--- src/rtl/shift_pkg.sv ---
// Shared types and constants for the shift issue/retire stage.
// Consumers: shift_fifo2, shift_issue_stage.
package shift_pkg;

    localparam int DATA_W  = 32;
    localparam int SHAMT_W = 5;
    localparam int TAG_W   = 5;
    localparam int DEPTH   = 2;

    localparam logic OP_SLL = 1'b0;
    localparam logic OP_SRA = 1'b1;

    typedef struct packed {
        logic [DATA_W-1:0]  a;
        logic [SHAMT_W-1:0] shamt;
        logic               op;
        logic [TAG_W-1:0]   tag;
    } shift_entry_t;

    function automatic logic [DATA_W-1:0] bitrev32(input logic [DATA_W-1:0] x);
        logic [DATA_W-1:0] r;
        r = '0;
        for (int i = 0; i < DATA_W; i++) begin
            r[i] = x[DATA_W-1-i];
        end
        return r;
    endfunction

endpackage

--- src/rtl/shift_fifo2.sv ---
// Two-entry FIFO of shift ops with occupancy count and wrap-around pointers.
// The head reads as all-zero when empty so the shifter sees a quiet input.
module shift_fifo2
    import shift_pkg::*;
(
    input  logic         clock,
    input  logic         reset,
    input  logic         push,
    input  logic         pop,
    input  shift_entry_t wr_entry,
    output shift_entry_t head_entry,
    output logic [1:0]   count
);

    shift_entry_t mem_q [DEPTH];
    shift_entry_t mem_d [DEPTH];
    logic         wr_ptr_q, wr_ptr_d;
    logic         rd_ptr_q, rd_ptr_d;
    logic [1:0]   count_q, count_d;
    logic         push_ok;
    logic         pop_ok;

    // Guard against overflow/underflow even if the caller misbehaves.
    assign push_ok = push && (count_q != 2'd2);
    assign pop_ok  = pop  && (count_q != 2'd0);

    always_comb begin
        mem_d    = mem_q;
        wr_ptr_d = wr_ptr_q;
        rd_ptr_d = rd_ptr_q;
        count_d  = count_q;
        if (push_ok) begin
            mem_d[wr_ptr_q] = wr_entry;
            wr_ptr_d        = ~wr_ptr_q;
        end
        if (pop_ok) begin
            rd_ptr_d = ~rd_ptr_q;
        end
        case ({push_ok, pop_ok})
            2'b10:   count_d = count_q + 2'd1;
            2'b01:   count_d = count_q - 2'd1;
            default: count_d = count_q;
        endcase
    end

    always_ff @(posedge clock) begin
        if (!reset) begin
            wr_ptr_q <= 1'b0;
            rd_ptr_q <= 1'b0;
            count_q  <= 2'd0;
        end else begin
            wr_ptr_q <= wr_ptr_d;
            rd_ptr_q <= rd_ptr_d;
            count_q  <= count_d;
        end
    end

    // Storage needs no reset: an entry is only observed after it is written.
    always_ff @(posedge clock) begin
        mem_q <= mem_d;
    end

    assign head_entry = (count_q == 2'd0) ? '0 : mem_q[rd_ptr_q];
    assign count      = count_q;

endmodule

--- src/rtl/shift_issue_stage.sv ---
// Issue/retire stage wrapped around an external 32-bit left barrel shifter.
// Optional SHIFT_SRA_EN macro enables arithmetic right shift via bit reversal.
module shift_issue_stage
    import shift_pkg::*;
(
    input  logic               clock,
    input  logic               reset,
    input  logic               in_valid,
    output logic               in_ready,
    input  logic [DATA_W-1:0]  in_a,
    input  logic [SHAMT_W-1:0] in_shamt,
    input  logic               in_op,
    input  logic [TAG_W-1:0]   in_tag,
    output logic [DATA_W-1:0]  shf_a,
    output logic [SHAMT_W-1:0] shf_amt,
    input  logic [DATA_W-1:0]  shf_result,
    output logic               out_valid,
    input  logic               out_ready,
    output logic [DATA_W-1:0]  out_data,
    output logic [TAG_W-1:0]   out_tag,
    output logic [15:0]        op_count
);

`ifdef SHIFT_SRA_EN
    localparam logic SRA_EN = 1'b1;
`else
    localparam logic SRA_EN = 1'b0;
`endif

    shift_entry_t       push_entry;
    shift_entry_t       head;
    logic [1:0]         count;
    logic               push;
    logic               load;
    logic               drain;
    logic               is_sra;
    logic [DATA_W-1:0]  sign_fill;
    logic [DATA_W-1:0]  result;

    logic               out_valid_q, out_valid_d;
    logic [DATA_W-1:0]  out_data_q,  out_data_d;
    logic [TAG_W-1:0]   out_tag_q,   out_tag_d;
    logic [15:0]        op_count_q,  op_count_d;

    // Ready depends only on registered occupancy, held low while in reset.
    assign in_ready = reset && (count != 2'd2);
    assign push     = in_valid && in_ready;
    assign load     = (count != 2'd0) && (!out_valid_q || out_ready);
    assign drain    = out_valid_q && out_ready;

    // With SRA disabled the op bit is forced to SLL, so the reversal path folds away.
    always_comb begin
        push_entry.a     = in_a;
        push_entry.shamt = in_shamt;
        push_entry.op    = (SRA_EN && (in_op == OP_SRA)) ? OP_SRA : OP_SLL;
        push_entry.tag   = in_tag;
    end

    shift_fifo2 u_fifo (
        .clock      (clock),
        .reset      (reset),
        .push       (push),
        .pop        (load),
        .wr_entry   (push_entry),
        .head_entry (head),
        .count      (count)
    );

    // SRA: reverse, left-shift, reverse back gives a logical right shift; then sign-fill.
    always_comb begin
        is_sra    = (head.op == OP_SRA);
        shf_a     = is_sra ? bitrev32(head.a) : head.a;
        shf_amt   = head.shamt;
        sign_fill = (is_sra && head.a[DATA_W-1]) ? ~({DATA_W{1'b1}} >> head.shamt) : '0;
        result    = is_sra ? (bitrev32(shf_result) | sign_fill) : shf_result;
    end

    always_comb begin
        out_valid_d = out_valid_q;
        out_data_d  = out_data_q;
        out_tag_d   = out_tag_q;
        op_count_d  = op_count_q;
        if (load) begin
            out_valid_d = 1'b1;
            out_data_d  = result;
            out_tag_d   = head.tag;
        end else if (drain) begin
            out_valid_d = 1'b0;
        end
        if (drain) begin
            op_count_d = op_count_q + 16'd1;
        end
    end

    always_ff @(posedge clock) begin
        if (!reset) begin
            out_valid_q <= 1'b0;
            out_data_q  <= '0;
            out_tag_q   <= '0;
            op_count_q  <= 16'd0;
        end else begin
            out_valid_q <= out_valid_d;
            out_data_q  <= out_data_d;
            out_tag_q   <= out_tag_d;
            op_count_q  <= op_count_d;
        end
    end

    assign out_valid = out_valid_q;
    assign out_data  = out_data_q;
    assign out_tag   = out_tag_q;
    assign op_count  = op_count_q;

endmodule

--- config.mk ---
export PLATFORM = sky130hd
export DESIGN_NAME = shift_issue_stage
export DESIGN_NICKNAME = d
export VERILOG_FILES = /design/src/rtl/shift_pkg.sv /design/src/rtl/shift_fifo2.sv /design/src/rtl/shift_issue_stage.sv
export SDC_FILE = /design/constraint.sdc
export NUM_CORES = 1
export LEC_CHECK = 0
export BUFFER_PORTS_ARGS = -buffer_cell sky130_fd_sc_hd__buf_4
export CAP_MARGIN = 15
export CORE_MARGIN = 2
export CORE_UTILIZATION = 27
export CTS_CLUSTER_DIAMETER = 80
export DETAILED_ROUTE_END_ITERATION = 10
export SYNTH_ARGS = -nofsm -noshare
export SYNTH_HDL_FRONTEND = slang
export SYNTH_HIERARCHICAL = 1
export SYNTH_SLANG_ARGS = --single-unit
--- constraint.sdc ---
create_clock -name clock -period 4.3 [get_ports clock]
set_input_delay 0 -clock clock [delete_from_list [all_inputs] [get_ports clock]]
set_output_delay 0 -clock clock [all_outputs]
set_load 0.005 [all_outputs]
==> impl_metrics.tcl, run 1 <==
set metrics [dict create \
    synth-main-ff-cell "edfxtp_1" \
    status "finished clean" \
    peakVddDrop_mv 0.304 \
    cts_setup_buffers 0 \
    cts.path.max_buffers 2 \
    finClkSkew_ns 0.00997 \
    synth_top_area_share_pct 39.6 \
    ys_warn_count 6 \
    synth_top_cell_by_area "edfxtp_1" \
    design_area_um2 9560 \
    final_common_cell "buf_4" \
    synth-simple-area-share_pct 13.7 \
    ctsResizeCount 0 \
    clock.fmax_ghz 0.279 \
    die_h_um 159 \
    critical_path_class "flip-flop to flip-flop" \
    avgSynthCellArea_um2 11.1 \
    cp_num_cells 8 \
    dp_slack_ns 1.25 \
    vias 5345 \
    yosys.area_share.adder_pct 0.384 \
    power_leakage_nw 3.56 \
    grt_antenna_before_repair 1 \
    finalWorstSetupSlack_ns 0.719 \
    grt_setup_unrepaired "false" \
    syn_area_um2 6520 \
    max_cap_viol_count 0 \
    grt_pass1_wl_mm 30.0 \
    wirelength_mm 18.9 \
    dp_cells 1048 \
    cts-root-buf "clkbuf_16" \
    postPlaceCellArea_um2 8130 \
    synth_compound_area_share_pct 10.6 \
    cts_made_buffers 17 \
    critical_path_buf_inv_count 2 \
    synthMuxAreaShare_pct 12.4 \
    area.sequential_um2 3740 \
    worst_pin_slew_ns 1.04 \
    p_per_area_nw_per_um2 478 \
    cp-end-kind "flip-flop" \
    cp_slowest_cell "nor2_1" \
    layout_common_cells "buf_4 (181), dlygate4sd3_1 (86), edfxtp_1 (86)" \
    cp_top_family "simple AND/OR/NAND/NOR gates" \
    grt_use_total_pct 15.0 \
    insertion_delay_ns 0.43 \
    grt_max_degree 48 \
    initialDrtViolationCount 342 \
    crit_fanout 17 \
    maxSlewHeadroom_pct 30.6 \
    cts.sinks 144 \
    hp-class "input port to flip-flop" \
    synth_top_family_by_area "simple AND/OR/NAND/NOR gates" \
    drive_above_1_share_pct 30.1 \
    cts.clk_slew.worst_paths_ns 0.06 \
    place_congestion 0.734 \
    holdPathStages 4 \
    start_kind "flip-flop" \
    die_area_um2 25400 \
    post-route-min-period_ns 3.58 \
    drc 0 \
    ant_nets 0 \
    cts_hold_buffers 86 \
    finalSetupTns_ns 0 \
    port_buffers 169 \
    synthCells 587 \
    grt_pass1_vias 5431 \
    first_pass_iters 5 \
    reg2regPathDepth 8 \
    ys_seq_area_share_pct 57.4 \
    ys_top_cells_by_area "edfxtp_1 (40%), dfxtp_1 (18%), mux2i_1 (6.9%)" \
    tritoncts "yes" \
    slowest_delay_ns 0.75 \
    crit_chain "buf_4 -> mux2i_1 -> nor2_1 -> nand2_1 -> a21oi_1 -> nor3_1 -> o21ai_0 -> dlygate4sd3_1" \
    core_area_um2 23600 \
    hold_viol 0 \
    fill_cells 2307 \
    setup_violations 0 \
    cp.required_ns 4.66 \
    grt_overflow_total 0 \
    dpl.hpwl_mm 12.6 \
    synth_cell_types 50 \
    syn2layout_area_growth_pct 46.5 \
    period_share_pct 83.3 \
    multi_input_area_um2 2570 \
    nets 915 \
    row_count 56 \
    die_w_um 159 \
    instances_no_fill 1166 \
    synth-seq-cells 144 \
    ctsHtreeMaxLevel 4 \
    synth_edf_count 86 \
    viasPerCell 4.58 \
    ios 171 \
    synth_xor_area_share_pct 1.88 \
    slew_violations 0 \
    avgRoutedWirePerCell_um 16.2 \
    start_util_pct 27.6 \
    synthArstFlopShare_pct 0 \
    arrival_ns 3.95 \
]
==> report_power, final <==
group	internal, mW	switching, mW
sequential	1.61	0.0938
combinational	0.672	0.734
clock	0.815	0.646
==> synthesized netlist by cell type, drive strengths merged (2+ instances only) <==
library cell / count
mux2i: 45
mux2: 32
and2: 4
o311ai: 2
dfxtp: 58
o21ai: 23
xnor2: 11
nand2b: 4
nor2b: 9
a311o: 2
nor3: 10
nand3b: 4
a2111oi: 2
nor2: 69
a21oi: 35
edfxtp: 86
or2: 3
nor4: 7
a211oi: 5
clkbuf: 24
buf: 16
nand4: 6
a21boi: 3
nand3: 15
a21o: 3
or3: 10
inv: 13
o211ai: 22
ha: 2
xor2: 3
o2111ai: 3
nand2: 44
==> layer usage <==
layer / GRT usage [%] / up-vias / part of all wire, %
li1: - / 2638 / -
met1: 19.5 / 2542 / 46
met2: 24.8 / 150 / 48
met3: 3.65 / 15 / 4.6
met4: 4.71 / 0 / 1.3
met5: 0 / - / 0
==> worst register-to-register path: stages (launching register included) <==
cell           delay (ns)
dfxtp_2              0.70
buf_4                0.41
mux2i_1              0.12
nor2_1               0.75
nand2_1              0.43
a21oi_1              0.32
nor3_1               0.07
o21ai_0              0.17
dlygate4sd3_1        0.56
==> stage by stage <==
step | hold WS (ns) | power, mW | util, %
floorplan | 0.0989 | 2.44 | -
global placement | 0.186 | 3.04 | 34.4
detailed placement | 0.188 | 3.05 | 34.4
CTS | 0.00598 | 4.62 | 40.5
global route | 0.0209 | 4.82 | 40.5
finish | 0.0136 | 4.57 | 40.5
==> cell families after synthesis <==
logic type | count (synthesis)
other cells | 1
compound gates | 108
mux | 77
flops | 144
buf+inv | 53
simple gates | 188
fa+ha+maj | 2
xor+xnor | 14
==> path summary, 6_finish.rpt <==
| path | start | end | slack, ns |
|---|---|---|---|
| worst max register to register | u_fifo/rd_ptr_q | out_data[11] | 0.72 |
| worst max-delay path | u_fifo/rd_ptr_q | out_data[11] | 0.72 |
| worst min-delay path | shf_result[15] | out_data[16] | 0.01 |
| worst min register to register | out_data[2] | out_data[2] | 0.45 |
==> final cells by class <==
type | instances | share of cell area (%)
sequential | 144 | 39.2
tap | 319 | 4.18
clock buffer | 17 | 4.45
inverter | 13 | 0.511
multi-input combinational | 391 | 26.9
antenna | 1 | 0.0262
timing repair buffer | 267 | 23.2
clock inverter | 14 | 1.51
==> state kept, by name, indices dropped and copies added (netlist names) <==
| register | count |
|---|---|
| u_fifo/mem_q | 86 |
| out_data | 32 |
| op_count | 16 |
| out_tag | 5 |
| u_fifo/count | 2 |
| out_valid | 1 |
| u_fifo/rd_ptr_q | 1 |
| u_fifo/wr_ptr_q | 1 |
Note: power is estimated with default switching activity, not from simulation.
==> run 2: changes to the inputs <==
--- a/config.mk
+++ b/config.mk
@@ -5,6 +5,7 @@
 export SDC_FILE = /design/constraint.sdc
 export NUM_CORES = 1
 export LEC_CHECK = 0
+export ABC_AREA = 1
 export BUFFER_PORTS_ARGS = -buffer_cell sky130_fd_sc_hd__buf_4
 export CAP_MARGIN = 15
 export CORE_MARGIN = 2
==> constraint.sdc (replaced) <==
create_clock -name clock -period 3.59 [get_ports clock]
set_input_delay 0 -clock clock [delete_from_list [all_inputs] [get_ports clock]]
set_output_delay 0 -clock clock [all_outputs]
set_load 0.005 [all_outputs]
==> run 2 against run 1 <==
  * Sequential share of layout area shrank 0.13 points
  * Clock skew hardly changed
  * Synthesized area down 0.50%
  * Core utilization increased by 0.25 points
  * Synthesized cell count rose by 26%
  * Sequential power is 16% higher
  * Via count is 11% higher
  * Non-clock buffer count increased by 2
  * Worst setup slack got worse by 0.26 ns
  * First-iteration DRC count grew 46%
  * Maximum frequency increased by 14%
  * Critical endpoint is now out_data[1]
==> impl_metrics.tcl, run 2 <==
set metrics [dict create \
    drive_above_1_share_pct 22.9 \
    ys_seq_area_share_pct 57.7 \
    design_area_um2 9590 \
    finClkSkew_ns 0.00977 \
    peakVddDrop_mv 0.278 \
    largest_reg_flops 86 \
    grt_pass1_wl_mm 31.2 \
    hp-class "input port to flip-flop" \
    finalCoreUtilization_pct 40.7 \
    crit_fanout 44 \
    cts_made_buffers 17 \
    die_h_um 159 \
    syn_area_um2 6490 \
    post-synth-top-count-cell "nand2_1" \
    die_area_um2 25300 \
    die_w_um 159 \
    r2r-start "u_fifo/rd_ptr_q" \
    syn2layout_area_growth_pct 47.8 \
    hold_viol 0 \
    drc 0 \
    grt_overflow_total 0 \
    synthArstFlopShare_pct 0 \
    fill_cells 2341 \
    setup_violations 0 \
    layout_common_cells "nand2_1 (187), buf_4 (177), o21ai_0 (99)" \
    final_common_cell "nand2_1" \
    synth-main-ff-cell "edfxtp_1" \
    first_pass_iters 5 \
    avgSynthCellArea_um2 8.78 \
    reg2reg_slack_ns 0.45 \
    grt_antenna_before_repair 3 \
    cts.clk_slew.worst_paths_ns 0.06 \
    regToRegEndpoint "out_data[1]" \
    avgRoutedWirePerCell_um 14.8 \
    period_share_pct 87.4 \
    power_leakage_nw 3.92 \
    postPlaceCellArea_um2 8070 \
    hold_path_end "out_data[29]" \
    critical_path_class "flip-flop to flip-flop" \
    synth_top_cell_by_area "edfxtp_1" \
    ios 171 \
    arrival_ns 3.48 \
    ys_warn_count 6 \
    cts.path.max_buffers 2 \
    p_per_area_nw_per_um2 514 \
    min-delay-start "shf_result[29]" \
    ant_nets 0 \
    reg2regPathDepth 10 \
    synth_edf_count 86 \
    ys_top_cells_by_area "edfxtp_1 (40%), dfxtp_1 (18%), nand2_1 (11%)" \
    vias 5952 \
    viasPerCell 4.50 \
    synth_top_area_share_pct 39.8 \
    synthCells 739 \
    initialDrtViolationCount 499 \
    grt_setup_unrepaired "false" \
    largest-register "u_fifo/mem_q" \
    cts.sinks 144 \
    worst_pin_slew_ns 0.695 \
    port_buffers 169 \
    synth-seq-cells 144 \
    max_cap_viol_count 0 \
    area.sequential_um2 3740 \
    tritoncts "yes" \
    slew_violations 0 \
    cp-end-kind "flip-flop" \
    synth_cell_types 36 \
    grt_max_degree 53 \
    insertion_delay_ns 0.42 \
    cts-root-buf "clkbuf_16" \
    start_util_pct 27.6 \
    finalSetupTns_ns 0 \
    cp.required_ns 3.94 \
    grt_pass1_vias 5756 \
    multi_input_area_um2 2340 \
    start_kind "flip-flop" \
    maxSlewHeadroom_pct 53.6 \
    row_count 56 \
    nets 1071 \
    grt_use_total_pct 15.6 \
    post-route-min-period_ns 3.14 \
    holdPathStages 3 \
    status "finished clean" \
    core_area_um2 23500 \
    wirelength_mm 19.5 \
    place_congestion 0.770 \
    dpl.hpwl_mm 13.2 \
    ys_top_cells_by_count "nand2_1 (187), o21ai_0 (99), edfxtp_1 (86), a21oi_1 (85), nor2_1 (61)" \
    ctsHtreeMaxLevel 4 \
    clock.fmax_ghz 0.319 \
]
-- run 2: changes by cell type in the layout (fill, tap and decap cells not counted), moves of 11 or more --
cell,delta
inv_1,+43
nand2_1,+143
o211ai_1,-19
xnor2_1,-11
mux2i_1,-45
mux2_2,-32
a21oi_1,+48
o21ai_0,+77
-- run 2: critical path, stage by stage (launching register included) --
cell	delay, ns
dfxtp_2	0.47
inv_4	0.45
nand2_1	0.10
a21oi_1	0.46
nand2_1	0.26
nor2_1	0.25
inv_1	0.11
o21ai_0	0.16
o21ai_1	0.08
dlygate4sd3_1	0.57
a21oi_1	0.11
-- run 2: per-layer routing --
metal  track usage, %  up-vias  part of all wire [%]
met3             3.72       35                   4.5
met5                0        -                 0.067
li1                 -     3000                     -
met1             20.7     2751                    46
met4             6.57        2                   2.5
met2             24.3      164                    47
-- run 2: kinds of logic (layout without fill, tap and decap cells) --
| logic type | count (synthesis) | in the layout | synth area share [%] |
|---|---|---|---|
| buffers and inverters | 96 | 359 | 6.81 |
| adders and majority gates | 2 | 2 | 0.386 |
| and+or+nand+nor | 289 | 289 | 18.6 |
| DFF | 144 | 144 | 57.7 |
| AOI/OAI and AO/OA | 207 | 207 | 16.5 |
| other | 1 | 4 | 0.0578 |
-- run 2: report_power, final --
part | internal (mW) | switching, mW
combinational | 0.506 | 0.623
sequential | 1.90 | 0.0787
clock | 1.10 | 0.713
-- run 2: what timing repair did --
action | CTS | global route
endpoints found under the setup margin | 0 | 2
resized for setup | 0 | 1
hold buffers | 90 | 0
buffers inserted | 0 | 0
endpoints found under the hold margin | 118 | 0
-- run 2: how the worst max path moves through the flow --
stage | slack [ns] | end | depth (start not counted) | start
6_report | 0.45 | out_data[1] | 10 | u_fifo/rd_ptr_q
5_1_grt | 0.12 | out_data[5] | 10 | u_fifo/rd_ptr_q
4_1_cts | 0.28 | out_data[6] | 10 | u_fifo/rd_ptr_q
3_5_place_dp | 0.83 | out_data[6] | 9 | u_fifo/rd_ptr_q
3_3_place_gp | 0.91 | out_data[5] | 9 | u_fifo/rd_ptr_q
2_1_floorplan | 0.43 | u_fifo/mem_q[43] | 5 | u_fifo/count[0]
-- run 2: cell type report --
cell class | instances | share of cell area, %
repair buffers | 269 | 23.7
diodes | 2 | 0.0522
inverters | 58 | 2.30
clock inverters | 14 | 1.88
clock buffers | 18 | 4.48
well taps | 319 | 4.16
flip-flops and latches | 144 | 39.1
multi-input cells | 500 | 24.4
-- run 2: per-stage QoR --
step	hold WS (ns)	power, mW	worst slack [ns]	cells
2_1_floorplan	0.0989	2.52	0.429	740
3_3_place_gp	0.186	3.03	0.908	1200
3_5_place_dp	0.188	3.04	0.835	1200
4_1_cts	0.0753	4.98	0.284	1322
5_1_grt	0.0754	5.19	0.122	1324
6_report	0.104	4.93	0.454	1324
==> run 3: changes to the inputs <==
--- a/config.mk
+++ b/config.mk
@@ -5,7 +5,6 @@
 export SDC_FILE = /design/constraint.sdc
 export NUM_CORES = 1
 export LEC_CHECK = 0
-export ABC_AREA = 1
 export BUFFER_PORTS_ARGS = -buffer_cell sky130_fd_sc_hd__buf_4
 export CAP_MARGIN = 15
 export CORE_MARGIN = 2
==> run 3 against run 2 <==
  * Sequential cell count is the same
  * Core utilization is 0.21 points higher
  * Via count is 8.2% lower
  * Register-to-register slack worse by 0.06 ns
  * Clock skew rose by 0.0012 ns
  * Clock power barely moved
  * Sequential power increased by 3%
  * First-iteration DRC count shrank 10%
==> impl_metrics.tcl, run 3 (synthesis results as in run 1) <==
set metrics [dict create \
    maxSlewHeadroom_pct 36.9 \
    crit_fanout 18 \
    insertion_delay_ns 0.43 \
    wl_met2_mm 9.35 \
    finalWorstSetupSlack_ns 0.395 \
    initialDrtViolationCount 449 \
    hp-class "input port to flip-flop" \
    largest_reg_flops 86 \
    power_leakage_nw 3.60 \
    ctsResizeCount 0 \
    post-route-min-period_ns 3.19 \
    cts-root-buf "clkbuf_16" \
    viasPerCell 4.66 \
    final_common_cell "buf_4" \
    layout_common_cells "buf_4 (182), dlygate4sd3_1 (90), edfxtp_1 (86)" \
    cp_slowest_cell "nor2_1" \
    core_area_um2 23600 \
    p_switching_mw 1.79 \
    largest-register "u_fifo/mem_q" \
    dr.max_layer_used "met4" \
    critical_path_class "flip-flop to flip-flop" \
    area.sequential_um2 3740 \
    ctsHtreeMaxLevel 4 \
    status "finished clean" \
    dp_cells 1051 \
    tritoncts "yes" \
    design_area_um2 9670 \
    row_count 56 \
    p_total_mw 5.54 \
    start_util_pct 27.6 \
    cp.required_ns 3.96 \
    avgRoutedWirePerCell_um 16.1 \
    drc 0 \
    die_h_um 159 \
    cts.sinks 144 \
    dp_slack_ns 1.05 \
    clock.fmax_ghz 0.313 \
    ios 171 \
    grt_antenna_before_repair 0 \
    grt_max_degree 81 \
    wirelength_mm 18.9 \
    fill_cells 2292 \
    setup_violations 0 \
    routed-wl-met3_mm 1.20 \
    grt_setup_unrepaired "false" \
    cts_made_buffers 17 \
    cts.clk_slew.worst_paths_ns 0.07 \
    vias 5465 \
    instances_no_fill 1173 \
    multi_input_area_um2 2570 \
    diodes 0 \
    grt_overflow_total 0 \
    finClkSkew_ns 0.0110 \
    slowest_delay_ns 0.59 \
    postPlaceCellArea_um2 8170 \
    power_frac_seq_pct 36.7 \
    grt_pass1_vias 5391 \
    ant_nets 0 \
    p_per_area_nw_per_um2 573 \
    max_cap_viol_count 0 \
    comb_power_share_pct 31.0 \
    nets 922 \
    place_congestion 0.746 \
    die_w_um 159 \
    arrival_ns 3.56 \
    wl_met1_mm 8.14 \
    grt_pass1_wl_mm 29.7 \
    p_clk_share_pct 32.3 \
    port_buffers 169 \
    finalSetupTns_ns 0 \
    cts.path.max_buffers 2 \
    cp-end-kind "flip-flop" \
    crit_chain "nor2_4 -> buf_4 -> nor2_1 -> o21ai_0 -> a21oi_1 -> nor3_1 -> o21ai_0 -> dlygate4sd3_1" \
    first_pass_iters 5 \
    peakVddDrop_mv 0.316 \
    crit_path_frequent_cell "o21ai_0" \
    grt_use_total_pct 15.0 \
    period_share_pct 89.0 \
    internal-power_mw 3.75 \
    start_kind "flip-flop" \
    dpl.hpwl_mm 12.6 \
    hold_viol 0 \
    whs_ns 0.0368 \
    drive_above_1_share_pct 30.4 \
    worst_pin_slew_ns 0.943 \
    syn2layout_area_growth_pct 48.2 \
    die_area_um2 25400 \
    p_sw_share_pct 32.3 \
    finalCoreUtilization_pct 40.9 \
    slew_violations 0 \
]
run 3: changes by cell type in the layout (fill, tap and decap cells not counted), sizes merged, moves of 10 or more:
cell,change
a21oi,-50
inv,-41
mux2,+32
mux2i,+45
nand2,-147
o211ai,+19
o21ai,-84
or3,+10
xnor2,+11
run 3: per-layer routing:
layer	GRT usage (%)	vias up
li1	-	2649
met1	18.9	2620
met2	25.1	181
met3	4.06	15
met4	4.34	0
met5	0	-
run 3: timing repair:
action                                 in CTS  in global routing
hold buffers                               90                  0
buffers inserted                            0                  0
endpoints found under the hold margin     125                  0
run 3: power by group through the flow:
| stage | Combinational (mW) | Clock [mW] | Sequential (mW) |
|---|---|---|---|
| after global placement | 1.58 | 0 | 2.07 |
| after global routing | 1.88 | 1.89 | 2.06 |
| after detailed placement | 1.59 | 0 | 2.07 |
| final | 1.72 | 1.79 | 2.04 |
| after CTS | 1.73 | 1.84 | 2.04 |
| after floorplan | 0.881 | 0 | 2.05 |
run 3: path summary, 6_finish.rpt:
path / from / endpoint / cells past startpoint / slack [ns]
max reg2reg: u_fifo/count[0] / out_data[11] / 8 / 0.40
max: u_fifo/count[0] / out_data[11] / 8 / 0.40
min reg2reg: out_data[16] / out_data[16] / 2 / 0.46
min: shf_result[22] / out_data[9] / 5 / 0.04
run 3: final cells by class:
cell class	count	share of cell area, %
Multi-Input combinational cell	391	26.6
Sequential cell	144	38.7
Timing Repair Buffer	274	23.9
Clock inverter	15	1.75
Inverter	13	0.505
Clock buffer	17	4.40
Tap cell	319	4.13
run 3: worst max-delay path: cells and delay by family (launching register included):
| kind | cells | cell delay [ns] |
|---|---|---|
| compound gates | 3 | 1.01 |
| simple gates | 3 | 0.78 |
| buf+inv | 2 | 0.81 |
| flops | 1 | 0.54 |
